## config.mk

```make
export PLATFORM = sky130hd
export DESIGN_NAME = jtl_pulse_arbiter
export DESIGN_NICKNAME = d
export VERILOG_FILES = /design/src/rtl/jtl_pulse_arbiter.sv
export SDC_FILE = /design/constraint.sdc
export NUM_CORES = 1
export LEC_CHECK = 0
export BUFFER_PORTS_ARGS = -buffer_cell sky130_fd_sc_hd__buf_2
export CELL_PAD_IN_SITES_DETAIL_PLACEMENT = 1
export CELL_PAD_IN_SITES_GLOBAL_PLACEMENT = 1
export CORE_MARGIN = 2
export CORE_UTILIZATION = 25
export CTS_BUF_LIST = sky130_fd_sc_hd__clkbuf_8
export CTS_CLUSTER_DIAMETER = 200
export DETAILED_ROUTE_END_ITERATION = 12
export HOLD_SLACK_MARGIN = 0.06
export PLACE_DENSITY_LB_ADDON = 0.25
export SKIP_LAST_GASP = 1
export SYNTH_ARGS = -nofsm -noshare
export SYNTH_HDL_FRONTEND = slang
export SYNTH_SLANG_ARGS = --single-unit
```

## constraint.sdc

```tcl
create_clock -name clk -period 3.2 [get_ports clk]
set_clock_uncertainty 0.2 [all_clocks]
set_input_delay 0.16 -clock clk [delete_from_list [all_inputs] [get_ports clk]]
set_output_delay 0.16 -clock clk [all_outputs]
set_load 0.01 [all_outputs]
```

## src/rtl/jtl_pulse_arbiter.sv

```systemverilog
// jtl_pulse_arbiter: shares one JTL delay line among NREQ requesters.
//   Queues per-requester pulse requests, launches them round-robin onto the line as
//   jtl_in toggles no closer than HOLDOFF cycles apart, and routes each returning
//   jtl_out toggle back to its launcher through an in-flight owner FIFO.
// Ports: clk/rst (async active-high), req[NREQ] request pulses, pend_full[NREQ]
//   saturated pending counters, jtl_in/jtl_out toggle-encoded line, done[NREQ]
//   return strobes, inflight owner-FIFO occupancy, err[2:0] sticky
//   {timeout, spurious return, dropped request}.
// Optional: define JTL_ARB_TIMEOUT_EN to enable the return watchdog (err[2]).
module jtl_pulse_arbiter #(
  parameter int NREQ    = 4,
  parameter int PEND_W  = 2,
  parameter int HOLDOFF = 3,
  parameter int DEPTH   = 4,
  parameter int TIMEOUT = 64
) (
  input  logic                     clk,
  input  logic                     rst,
  input  logic [NREQ-1:0]          req,
  output logic [NREQ-1:0]          pend_full,
  output logic                     jtl_in,
  input  logic                     jtl_out,
  output logic [NREQ-1:0]          done,
  output logic [$clog2(DEPTH):0]   inflight,
  output logic [2:0]               err
);

  localparam int IW = $clog2(NREQ);
  localparam int AW = $clog2(DEPTH);
  localparam int CW = AW + 1;
  localparam int HW = (HOLDOFF > 1) ? $clog2(HOLDOFF) : 1;

  localparam logic [PEND_W-1:0] PEND_MAX = '1;
  localparam logic [IW:0]       NREQ_L   = (IW+1)'(NREQ);
  localparam logic [IW-1:0]     LAST_IDX = IW'(NREQ - 1);
  localparam logic [CW-1:0]     DEPTH_L  = CW'(DEPTH);
  localparam logic [HW-1:0]     HOLD_LD  = HW'(HOLDOFF - 1);

  logic [PEND_W-1:0] pend [NREQ];
  logic [IW-1:0]     rr;
  logic [HW-1:0]     hold;
  logic [IW-1:0]     fifo_mem [DEPTH];
  logic [AW-1:0]     wr_ptr;
  logic [AW-1:0]     rd_ptr;
  logic [CW-1:0]     count;
  logic              jtl_prev;

  logic              grant_vld;
  logic [IW-1:0]     grant_idx;
  logic [IW:0]       scan;
  logic              launch;
  logic              ret;
  logic              nonempty;
  logic              pop;
  logic              pop_done;
  logic              tmo;
  logic [NREQ-1:0]   drop;
  logic [NREQ-1:0]   done_nxt;

  // Round-robin search from rr upward with wrap; first non-empty counter wins.
  always_comb begin
    grant_vld = 1'b0;
    grant_idx = '0;
    scan      = '0;
    for (int k = 0; k < NREQ; k++) begin
      scan = {1'b0, rr} + (IW+1)'(k);
      if (scan >= NREQ_L) scan = scan - NREQ_L;
      if (!grant_vld && (pend[scan[IW-1:0]] != '0)) begin
        grant_vld = 1'b1;
        grant_idx = scan[IW-1:0];
      end
    end
  end

  // Eligibility uses the pre-pop occupancy, so a full FIFO that pops this
  // cycle still blocks the launch.
  assign launch   = grant_vld && (hold == '0) && (count != DEPTH_L);
  assign nonempty = (count != '0);
  assign ret      = jtl_out ^ jtl_prev;
  assign pop_done = ret && nonempty;
  assign pop      = pop_done || tmo;
  assign inflight = count;

  always_comb begin
    pend_full = '0;
    drop      = '0;
    for (int i = 0; i < NREQ; i++) begin
      pend_full[i] = (pend[i] == PEND_MAX);
      drop[i]      = req[i] && (pend[i] == PEND_MAX) && !(launch && (grant_idx == IW'(i)));
    end
  end

  always_comb begin
    done_nxt = '0;
    if (pop_done) done_nxt[fifo_mem[rd_ptr]] = 1'b1;
  end

`ifdef JTL_ARB_TIMEOUT_EN
  localparam int AGW = $clog2(TIMEOUT + 1);
  localparam logic [AGW-1:0] AGE_LIM = AGW'(TIMEOUT - 1);
  logic [AGW-1:0] age;

  // Age is held at zero while empty, so a push into an empty FIFO starts the
  // head's clock from zero; a return takes priority over a simultaneous expiry.
  assign tmo = nonempty && !ret && (age == AGE_LIM);

  always_ff @(posedge clk or posedge rst) begin
    if (rst) begin
      age <= '0;
    end else if (!nonempty || pop) begin
      age <= '0;
    end else begin
      age <= age + 1'b1;
    end
  end
`else
  assign tmo = 1'b0;
`endif

  always_ff @(posedge clk or posedge rst) begin
    if (rst) begin
      for (int i = 0; i < NREQ; i++) pend[i] <= '0;
      rr       <= '0;
      hold     <= '0;
      wr_ptr   <= '0;
      rd_ptr   <= '0;
      count    <= '0;
      jtl_prev <= 1'b0;
      jtl_in   <= 1'b0;
      done     <= '0;
      err      <= '0;
    end else begin
      jtl_prev <= jtl_out;
      done     <= done_nxt;

      // Request and grant to the same requester cancel out.
      for (int i = 0; i < NREQ; i++) begin
        if (req[i] && !(launch && (grant_idx == IW'(i)))) begin
          if (pend[i] != PEND_MAX) pend[i] <= pend[i] + 1'b1;
        end else if (!req[i] && launch && (grant_idx == IW'(i))) begin
          pend[i] <= pend[i] - 1'b1;
        end
      end

      if (launch) begin
        jtl_in <= ~jtl_in;
        wr_ptr <= wr_ptr + 1'b1;
        rr     <= (grant_idx == LAST_IDX) ? '0 : grant_idx + 1'b1;
        hold   <= HOLD_LD;
      end else if (hold != '0) begin
        hold <= hold - 1'b1;
      end

      if (pop) rd_ptr <= rd_ptr + 1'b1;

      if (launch && !pop)      count <= count + 1'b1;
      else if (!launch && pop) count <= count - 1'b1;

      if (|drop)            err[0] <= 1'b1;
      if (ret && !nonempty) err[1] <= 1'b1;
      if (tmo)              err[2] <= 1'b1;
    end
  end

  // Owner storage needs no reset: pointers and count define validity.
  always_ff @(posedge clk) begin
    if (launch) fifo_mem[wr_ptr] <= grant_idx;
  end

endmodule

```

# --- After elaboration in Yosys (flattened, before gate mapping) ---
# Memory sizes are Yosys's and may differ from the RTL's.
# Cells that the tools add are included.
# Widths: inputs -> output; s select.
word_totals:
  regBits: 27
  mem_bits_rw: 8
  input_bits: 7
  out_inout_bits: 15
  elab_cells: 181
  n_memories: 1
op_classes:
  add_sub_neg: 21
  order_cmp: 10
  n_eq_ne: 16
  mux: 46
  bitwise: 6
  reduce_logical: 67
mem_list:
  columns: ["memory", "depth", "width", "read_ports", "rd_ports_with_merged_regs", "write_ports", "line", "rtl"]
  rows:
  - ["fifo_mem", 4, 2, 1, 0, 1, "42", "logic [IW-1:0] fifo_mem [DEPTH];"]
op_table:
  columns: ["cell", "n"]
  rows:
  - ["$mux 2", 31]
  - ["$logic_and 1x1->1", 34]
  - ["$reduce_bool 2->1", 11]
  - ["$ge 3x3->1 const B", 7]
  - ["$sub 2x1->2 const B", 9]
  - ["$bmux 2 s2", 4]
  - ["$add 2x1->2 const B", 7]
  - ["$logic_not 1->1", 14]
  - ["$eq 2x2->1 const B", 6]
  - ["$not 2->3", 4]
  - ["$ne 2x1->1 const B", 4]
  - ["$ne 2x2->1 const B", 4]
  - ["$reduce_and 2->1", 4]
  - ["$mux 1", 7]
  - ["$add 2x2->3 const B", 2]
  - ["$mux 3", 2]
  - ["$logic_not 2->1", 2]
  - ["$mux 4", 1]
  - ["$reduce_or 4->1", 1]
  - ["$add 2x1->3 const B", 1]
  - ["$add 3x1->3 const B", 1]
  - ["$ge 2x3->1 const B", 1]
  - ["$lt 2x3->1 const B", 1]
  - ["$ne 3x3->1 const B", 1]
  - ["7 further kinds", 7]

# --- Logic depth before layout (Yosys ltp) ---
# Gate-level depths: netlist (run 1).
logic_depth:
  depth_word: 24
  ltp_mapped: 10

# --- Worst setup path before layout (run 1) ---
# OpenSTA, ideal clock, no wires.
synth_timing:
  path_kind: "register -> register"
  from: "reg pend[6] in the netlist's numbering"
  to: "reg pend[1] in the netlist's numbering"
  setup_time_ns: 0.126
  arrival_time_ns: 2.506
  required_ns: 2.874
  slack_ns: 0.368
  stages_incl_launch_ff: 9
  path_buffers: 0
  period_less_slack_ns: 2.832
  path_cell_list: "dfrtp_1 -> o21ai_0 -> o21ai_0 -> a211oi_1 -> ha_1 -> o2111ai_2 -> or2_1 -> mux2_1 -> a311o_1"
synth_lines:
  columns: ["element", "line", "rtl"]
  rows:
  - ["start: declaration", "39", "logic [PEND_W-1:0] pend [NREQ];"]
  - ["start signal: indexed assignment", "141", "pend[i] <= pend[i] - 1'b1;"]
  - ["$bmux 2 s2", "68", "if (!grant_vld && (pend[scan[IW-1:0]] != '0)) begin"]
  - ["$mux 2 (not written as such) (2 in a row)", "68", null]
  - ["$reduce_bool 2->1", "68", null]
  - ["$mux 1", "68", null]
  - ["$logic_not 1->1", "68", null]
  - ["$logic_and 1x1->1", "68", null]
  - ["$mux 1", "68", null]
  - ["$logic_not 1->1", "68", null]
  - ["[4 not listed]", null, null]
  - ["$mux 2 (*)", "68", null]
  - ["named net grant_idx[0]", "49", "logic [IW-1:0] grant_idx;"]
  - ["$eq 2x2->1 (*)", "138, 140", null]
  - ["$logic_and 1x1->1", "138", "if (req[i] && !(launch && (grant_idx == IW'(i)))) begin"]
  - ["$logic_not 1->1", "138", null]
  - ["$logic_and 1x1->1", "138", null]
  - ["$ne 2x1->1 (no source line) / $reduce_bool 2->1 (equally long branches)", null, null]
  - ["$reduce_and 2->1 (no source line)", null, null]
# The timed path passes the listed nets; every way through them passes the cells marked *. The select of a mux whose other input is x is not followed.
# A chain may end at the register's enable or synchronous reset.

# --- Worst setup path after layout (run 1) ---
layout_timing:
  from: "reg pend[6] in the netlist's numbering"
  to: "reg err[0]"
layout_lines:
  columns: ["element", "line", "rtl"]
  rows:
  - ["$bmux 2 s2", "68", null]
  - ["$mux 2 (not written as such) (2 in a row)", "68", null]
  - ["$reduce_bool 2->1", "68", null]
  - ["$mux 1", "68", null]
  - ["$logic_not 1->1", "68", null]
  - ["$logic_and 1x1->1", "68", null]
  - ["$mux 1", "68", null]
  - ["$logic_not 1->1", "68", null]
  - ["[3 not listed]", null, null]
  - ["$logic_and 1x1->1", "68", null]
  - ["$mux 2 (*)", "68", null]
  - ["named net grant_idx[0]", "49", null]
  - ["$eq 2x1->1 (tied with other cells)", "89", "drop[i] = req[i] && (pend[i] == PEND_MAX) && !(launch && (grant_idx == IW'(i)));"]
  - ["$logic_and 1x1->1", "89", null]
  - ["$logic_not 1->1", "89", null]
  - ["$logic_and 1x1->1", "89", null]
  - ["$reduce_or 4->1 (*)", "159", "if (|drop) err[0] <= 1'b1;"]
  - ["end signal: assignment", "131", "err <= '0;"]
  - ["end signal: assignment", "159", null]
  - ["end: declaration", "25", "output logic [2:0] err"]
# Marked as above.

==> impl_metrics.csv, run 1 <==
group,metric,value,unit
run_status,status,"completed",
global_routing,grt_overflow,0,
final_layout,ff_latch_area,916,um^2
critical_path,arrival,2.85,ns
floorplan,start_util,25.9,%
timing,setup_viol,0,
critical_path,worst-path-max-fanout,8,
floorplan,dieArea,8270,um^2
critical_path,crit_path_end,"err[0]$_DFFE_PP0P_",
timing,grt_setup_unrepaired,"false",
critical_path,rr_endpoint,"err[0]$_DFFE_PP0P_",
final_layout,area_growth,21.1,%
placed_design,gp_congestion,0.690,
cts,post_cts_buffers,0,
synthesis,synth_nets,177,
critical_path,worst_r2r_startpoint,"pend[6]$_DFFE_PP0P_",
timing,hold_viol_final,0,
detailed_routing,vias,1268,
timing,fin_setup_tns,0,ns
detailed_routing,routed_via_density,4.31,
placed_design,placed_cells,280,
synthesis,synth_top_area_cell,"dfrtp_1",
synthesis,yosys.area.top_type_share,35.8,%
final_layout,nNetsFinal,211,
cts,cts_tree,"yes",
detailed_routing,ant_nets,0,
pwr,sequentialPowerShare,38.9,%
final_layout,final_cells,294,
placed_design,portBuffers,20,
critical_path,critPathKind,"register to register",
synthesis,synth-edff-count,8,
cts,clkSlewWorstSetupHoldPaths,0.07,ns
floorplan,die_x,90.9,um
detailed_routing,wl,3680,um
pwr,sw_frac_of_total,37.1,%
pwr,power.leakage,0.000952,uW
critical_path,ff2ff_path_depth,9,
synthesis,synth.avg_cell_area,11.8,um^2
pwr,peakVddDrop,0.000187,V
cts,worstSkewPairLatency,0.28,ns
synthesis,synth_most_common_cell,"dfrtp_1",
detailed_routing,wire_per_inst,12.5,um
critical_path,crit_start,"pend[6]$_DFFE_PP0P_",
pwr,pwr-share-comb,40.8,%
cts,clkSinkCount,35,
synthesis,yosys_warnings,0,
global_routing,grt_antenna_before_repair,0,
synthesis,postSynthCellCount,160,
detailed_routing,drc,0,
floorplan,rows,31,
synthesis,netlist_area,1890,um^2
final_layout,nFillCells,839,
final_layout,antenna_cells,0,
synthesis,ys_seq_area_share,48.5,%
floorplan,core,7290,um^2
flow_run,maxCapViolations,0,
critical_path,startpoint_type,"register",
synthesis,ys_types,50,
critical_path,r2r_slack,0.32,ns
timing,finalCriticalPeriod,2.88,ns
critical_path,required,3.17,ns
final_layout,final_core_util,31.4,%
critical_path,endpoint_kind,"register",
cts,cts-buffers-inserted,5,
global_routing,grt_max_degree,28,
cts,root_buffer,"clkbuf_8",
timing,finalMaxSlewViolations,0,
final_layout,drive_above_1_share,28.2,%
pwr,p_total,1900,uW
global_routing,grt_pass1_wl,6250,um
cts,clockBufferDepth,2,
detailed_routing,firstDrtPassIters,4,
final_layout,multi_input_area,921,um^2
cts,htree_num_levels,2,
global_routing,grt_pass1_vias,1303,
timing,fin_crit_sh,90.0,%
synthesis,synthArstFlopShare,77.1,%
pwr,internal_power,1200,uW
hold_path,hp-class,"primary input to register",
synthesis,ys_top_cells_by_count,"27 x dfrtp_1, 14 x nand2_1, 9 x ha_1",
pwr,power_switching,705,uW
synthesis,synth_ff_type,"dfrtp_1",
synthesis,synth-seq-cells,35,
floorplan,die_y,90.9,um
floorplan,ios,22,
global_routing,grt_use_total,9.52,%
timing,clock.fmax,347,MHz
synthesis,synthTopCellsByArea,"dfrtp_1 36%, edfxtp_1 13%, ha_1 6.0%",
pwr,clock_power_share,20.3,%
detailed_routing,first_iter_violations,18,
placed_design,hpwlAfterDp,2710,um
pwr,power.density,831,nW/um^2
[final cells by class]
class / instances / area share (%)
clock buffer: 5 / 3.01
tap: 99 / 5.41
timing repair buffer: 30 / 8.31
inverter: 8 / 1.31
clock inverter: 3 / 1.69
multi-input combinational: 114 / 40.2
sequential: 35 / 40.0
[through the flow]
stage | hold WS (ns) | setup slack, ns | cell area [um^2]
floorplan | -0.00857 | 0.368 | 1890
global placement | 0.0512 | 0.443 | 2120
detailed placement | 0.0534 | 0.398 | 2120
CTS | 0.0620 | 0.217 | 2280
global route | 0.0852 | 0.124 | 2290
finish | 0.0644 | 0.321 | 2290
[cells by family after synthesis]
kind of cell / Yosys count / synth area share, %
compound gates: 32 / 13.6
xor+xnor: 9 / 4.17
flops: 35 / 48.5
fa+ha+maj: 10 / 7.02
mux: 8 / 5.96
buf+inv: 11 / 3.05
simple gates: 54 / 17.6
other cells: 1 / 0.198
[state kept, by name, indices dropped and copies added (netlist names)]
name	count
fifo_mem	8
jtl_in	1
pend	8
done	4
jtl_prev	1
inflight	3
err	2
rr	2
hold	2
wr_ptr	2
rd_ptr	2
[how the worst min path moves through the flow]
stage            start             endpoint  slack [ns]  cells after the start
2_1_floorplan  jtl_out   jtl_prev$_DFF_PP0_      -0.009                      0
3_3_place_gp       rst  pend[0]$_DFFE_PP0P_        0.05                      3
3_5_place_dp       rst  pend[0]$_DFFE_PP0P_        0.05                      3
4_1_cts         req[2]  pend[3]$_DFFE_PP0P_        0.06                      4
5_1_grt         req[2]  pend[3]$_DFFE_PP0P_        0.09                      4
6_report        req[2]  pend[3]$_DFFE_PP0P_        0.06                      4
[cells in the final DEF, fill, tap and decap left out, drive strengths merged, types with 2 or more instances in the layout]
cell,instances
mux2,3
a21oi,8
clkinv,2
clkbuf,5
nor3b,2
mux4,2
ha,9
a311o,2
nor2,9
dfrtp,27
a211oi,2
xnor2,4
mux2i,3
nand3b,2
a31oi,2
o21ai,5
buf,24
nor3,3
dlygate4sd3,6
edfxtp,8
and3b,3
nand2,17
inv,8
or4,2
and2,8
o2111ai,2
xor2,5
a21o,3
nand3,3
[power by group through the flow]
| stage | clock [uW] | sequential (uW) | combinational (uW) |
|---|---|---|---|
| after global placement | 0 | 749 | 775 |
| after detailed placement | 0 | 750 | 783 |
| after global routing | 416 | 768 | 885 |
| after floorplan | 0 | 747 | 580 |
| after CTS | 398 | 740 | 792 |
| final | 385 | 740 | 776 |
[critical path, stage by stage (launching register included)]
cell           delay, ns
dfrtp_1             0.46
o21ai_0             0.24
o21ai_0             0.16
a211oi_2            0.31
buf_4               0.20
ha_1                0.16
o2111ai_2           0.23
nand3_1             0.18
nand3_1             0.08
dlygate4sd3_1       0.55
[routing by layer]
metal / routed length [um] / global-route usage, % / share of wire, %
met2: 1650 / 15.1 / 45
met4: 75 / 4.55 / 2.0
met3: 98 / 1.91 / 2.7
met5: 0 / 0 / 0
met1: 1860 / 12.4 / 50
[repair_timing]
action,CTS,global route
setup endpoints to repair,0,1
resized for setup,0,1
hold buffers,6,0
hold endpoints to repair,34,0
Note: power is estimated with default switching activity, not from simulation.
==> run 2: changes to the inputs <==
Settings changed: CORE_UTILIZATION 25 to 34.
==> run 2 against run 1 <==
First-iteration DRC count is 17% lower; worst setup slack better by 0.059 ns; final area shrank 3.5%; critical path depth unchanged; via count increased by 2.1%; total power is 3.3% lower; largest power group unchanged.
==> impl_metrics.csv, run 2 (synthesis gave the netlist of run 1 again) <==
group,metric,value,unit
floorplan,die_x,78.5,um
critical_path,slowest_stage,"dlygate4sd3_1",
global_routing,grt_pass1_vias,1421,
critical_path,rr_endpoint,"err[0]$_DFFE_PP0P_",
detailed_routing,firstDrtPassIters,4,
critical_path,worst-path-max-fanout,7,
final_layout,stdcell_area,2210,um^2
floorplan,rows,27,
detailed_routing,vias,1295,
placed_design,hpwlAfterDp,2920,um
detailed_routing,first_iter_violations,15,
hold_path,worstHoldPathCells,4,
critical_path,startpoint_type,"register",
hold_path,hold_end,"pend[3]$_DFFE_PP0P_",
detailed_routing,wire_per_inst,14.7,um
critical_path,arrival,2.79,ns
hold_path,hp-class,"primary input to register",
timing,finalCriticalPeriod,2.82,ns
global_routing,grt_use_total,14.2,%
critical_path,r2r_slack,0.38,ns
cts,cts-buffers-inserted,5,
final_layout,final_common_cell,"dfrtp_1",
final_layout,layout_common_cells,"27 x dfrtp_1, 20 x buf_2, 14 x nand2_1, 10 x inv_1, 9 x ha_1",
timing,tightest_slew,1.08,ns
detailed_routing,wl,3890,um
timing,clock.fmax,355,MHz
critical_path,cp_cell_sequence,"o21ai_0 -> o21ai_0 -> a211oi_1 -> buf_4 -> ha_1 -> o2111ai_2 -> nand3_1 -> nand3_1 -> dlygate4sd3_1",
floorplan,dieArea,6170,um^2
run_status,status,"completed",
final_layout,antenna_cells,0,
placed_design,placedInstanceArea,2070,um^2
floorplan,core,5440,um^2
timing,fin_crit_sh,88.1,%
cts,htree_num_levels,2,
flow_run,maxCapViolations,0,
final_layout,final_core_util,40.6,%
critical_path,ff2ff_path_depth,9,
pwr,peakVddDrop,0.000280,V
cts,clkSlewWorstSetupHoldPaths,0.07,ns
pwr,p_total,1840,uW
critical_path,required,3.17,ns
timing,grt_setup_unrepaired,"false",
critical_path,endpoint_kind,"register",
final_layout,drive_above_1_share,26.4,%
timing,slew_headroom,28.1,%
timing,setup_viol,0,
detailed_routing,drc,0,
pwr,power.density,833,nW/um^2
floorplan,ios,22,
timing,finalMaxSlewViolations,0,
global_routing,grt_max_degree,28,
cts,root_buffer,"clkbuf_8",
timing,hold_viol_final,0,
detailed_routing,routed_via_density,4.89,
timing,hold_slack,0.0750,ns
final_layout,nNetsFinal,209,
final_layout,area_growth,16.9,%
cts,clockBufferDepth,2,
global_routing,grt_antenna_before_repair,0,
cts,worstSkewPairLatency,0.29,ns
global_routing,grt_pass1_wl,6760,um
floorplan,start_util,34.7,%
placed_design,gp_congestion,0.876,
critical_path,worst_r2r_startpoint,"pend[7]$_DFFE_PP0P_",
floorplan,die_y,78.5,um
placed_design,portBuffers,20,
cts,clkSinkCount,35,
hold_path,hp-start,"req[2]",
detailed_routing,ant_nets,0,
critical_path,critPathKind,"register to register",
global_routing,grt_overflow,0,
pwr,power.leakage,0.000936,uW
final_layout,top_regs,"fifo_mem x8, pend x8, done x4",
critical_path,max_stage_delay,0.56,ns
timing,fin_setup_tns,0,ns
cts,cts_tree,"yes",
## run 2: changes by cell type in the layout (fill, tap and decap cells not counted), sizes merged
cell | previous run | this run
buf | 24 | 22
bufinv | 1 | 0
clkinv | 2 | 1
inv | 8 | 10
## run 2: cell type report
class / count / area [um^2]
fillers: 629 / 3230
flip-flops and latches: 35 / 916
multi-input cells: 114 / 916
repair buffers: 28 / 175
well taps: 72 / 90.1
clock buffers: 5 / 68.8
inverters: 8 / 30.0
clock inverters: 3 / 12.5
## run 2: routing by layer
| layer | global-route usage (%) | vias to the layer above | part of all wire (%) |
|---|---|---|---|
| met5 | 0 | - | 0 |
| met2 | 24.4 | 24 | 50 |
| met1 | 16.7 | 635 | 45 |
| li1 | - | 627 | - |
| met4 | 7.02 | 0 | 2.4 |
| met3 | 3.10 | 9 | 3.3 |
## run 2: worst max-delay path: cells and delay by family, from the launching register on
family	cells	cell delay [ns]
DFF	1	0.44
adders and majority gates	1	0.16
buffers and inverters	2	0.76
AOI/OAI and AO/OA	4	0.90
and+or+nand+nor	2	0.23
## run 2: timing repair
action	in CTS	in global routing
hold buffers	6	0
buffers inserted	0	0
endpoints found under the hold margin	35	0
gates resized for setup	0	0
## run 2: how the worst max path moves through the flow
stage                         from                  end
6_report       pend[7]$_DFFE_PP0P_   err[0]$_DFFE_PP0P_
5_1_grt        pend[7]$_DFFE_PP0P_   err[0]$_DFFE_PP0P_
4_1_cts        pend[7]$_DFFE_PP0P_   err[0]$_DFFE_PP0P_
3_5_place_dp   pend[4]$_DFFE_PP0P_  pend[7]$_DFFE_PP0P_
3_3_place_gp   pend[4]$_DFFE_PP0P_  pend[7]$_DFFE_PP0P_
2_1_floorplan  pend[6]$_DFFE_PP0P_  pend[1]$_DFFE_PP0P_
## run 2: power breakdown
| group | leakage [uW] | switching (uW) | internal (uW) |
|---|---|---|---|
| combinational | 0.000514 | 432 | 360 |
| sequential | 0.000371 | 128 | 613 |
| clock | 0.0000505 | 159 | 146 |
| total | 0.000936 | 719 | 1120 |
## run 2: stage by stage
step / setup WS [ns] / cells
finish: 0.380 / 265
floorplan: 0.368 / 160
global placement: 0.550 / 251
global route: 0.148 / 265
CTS: 0.363 / 265
detailed placement: 0.469 / 251
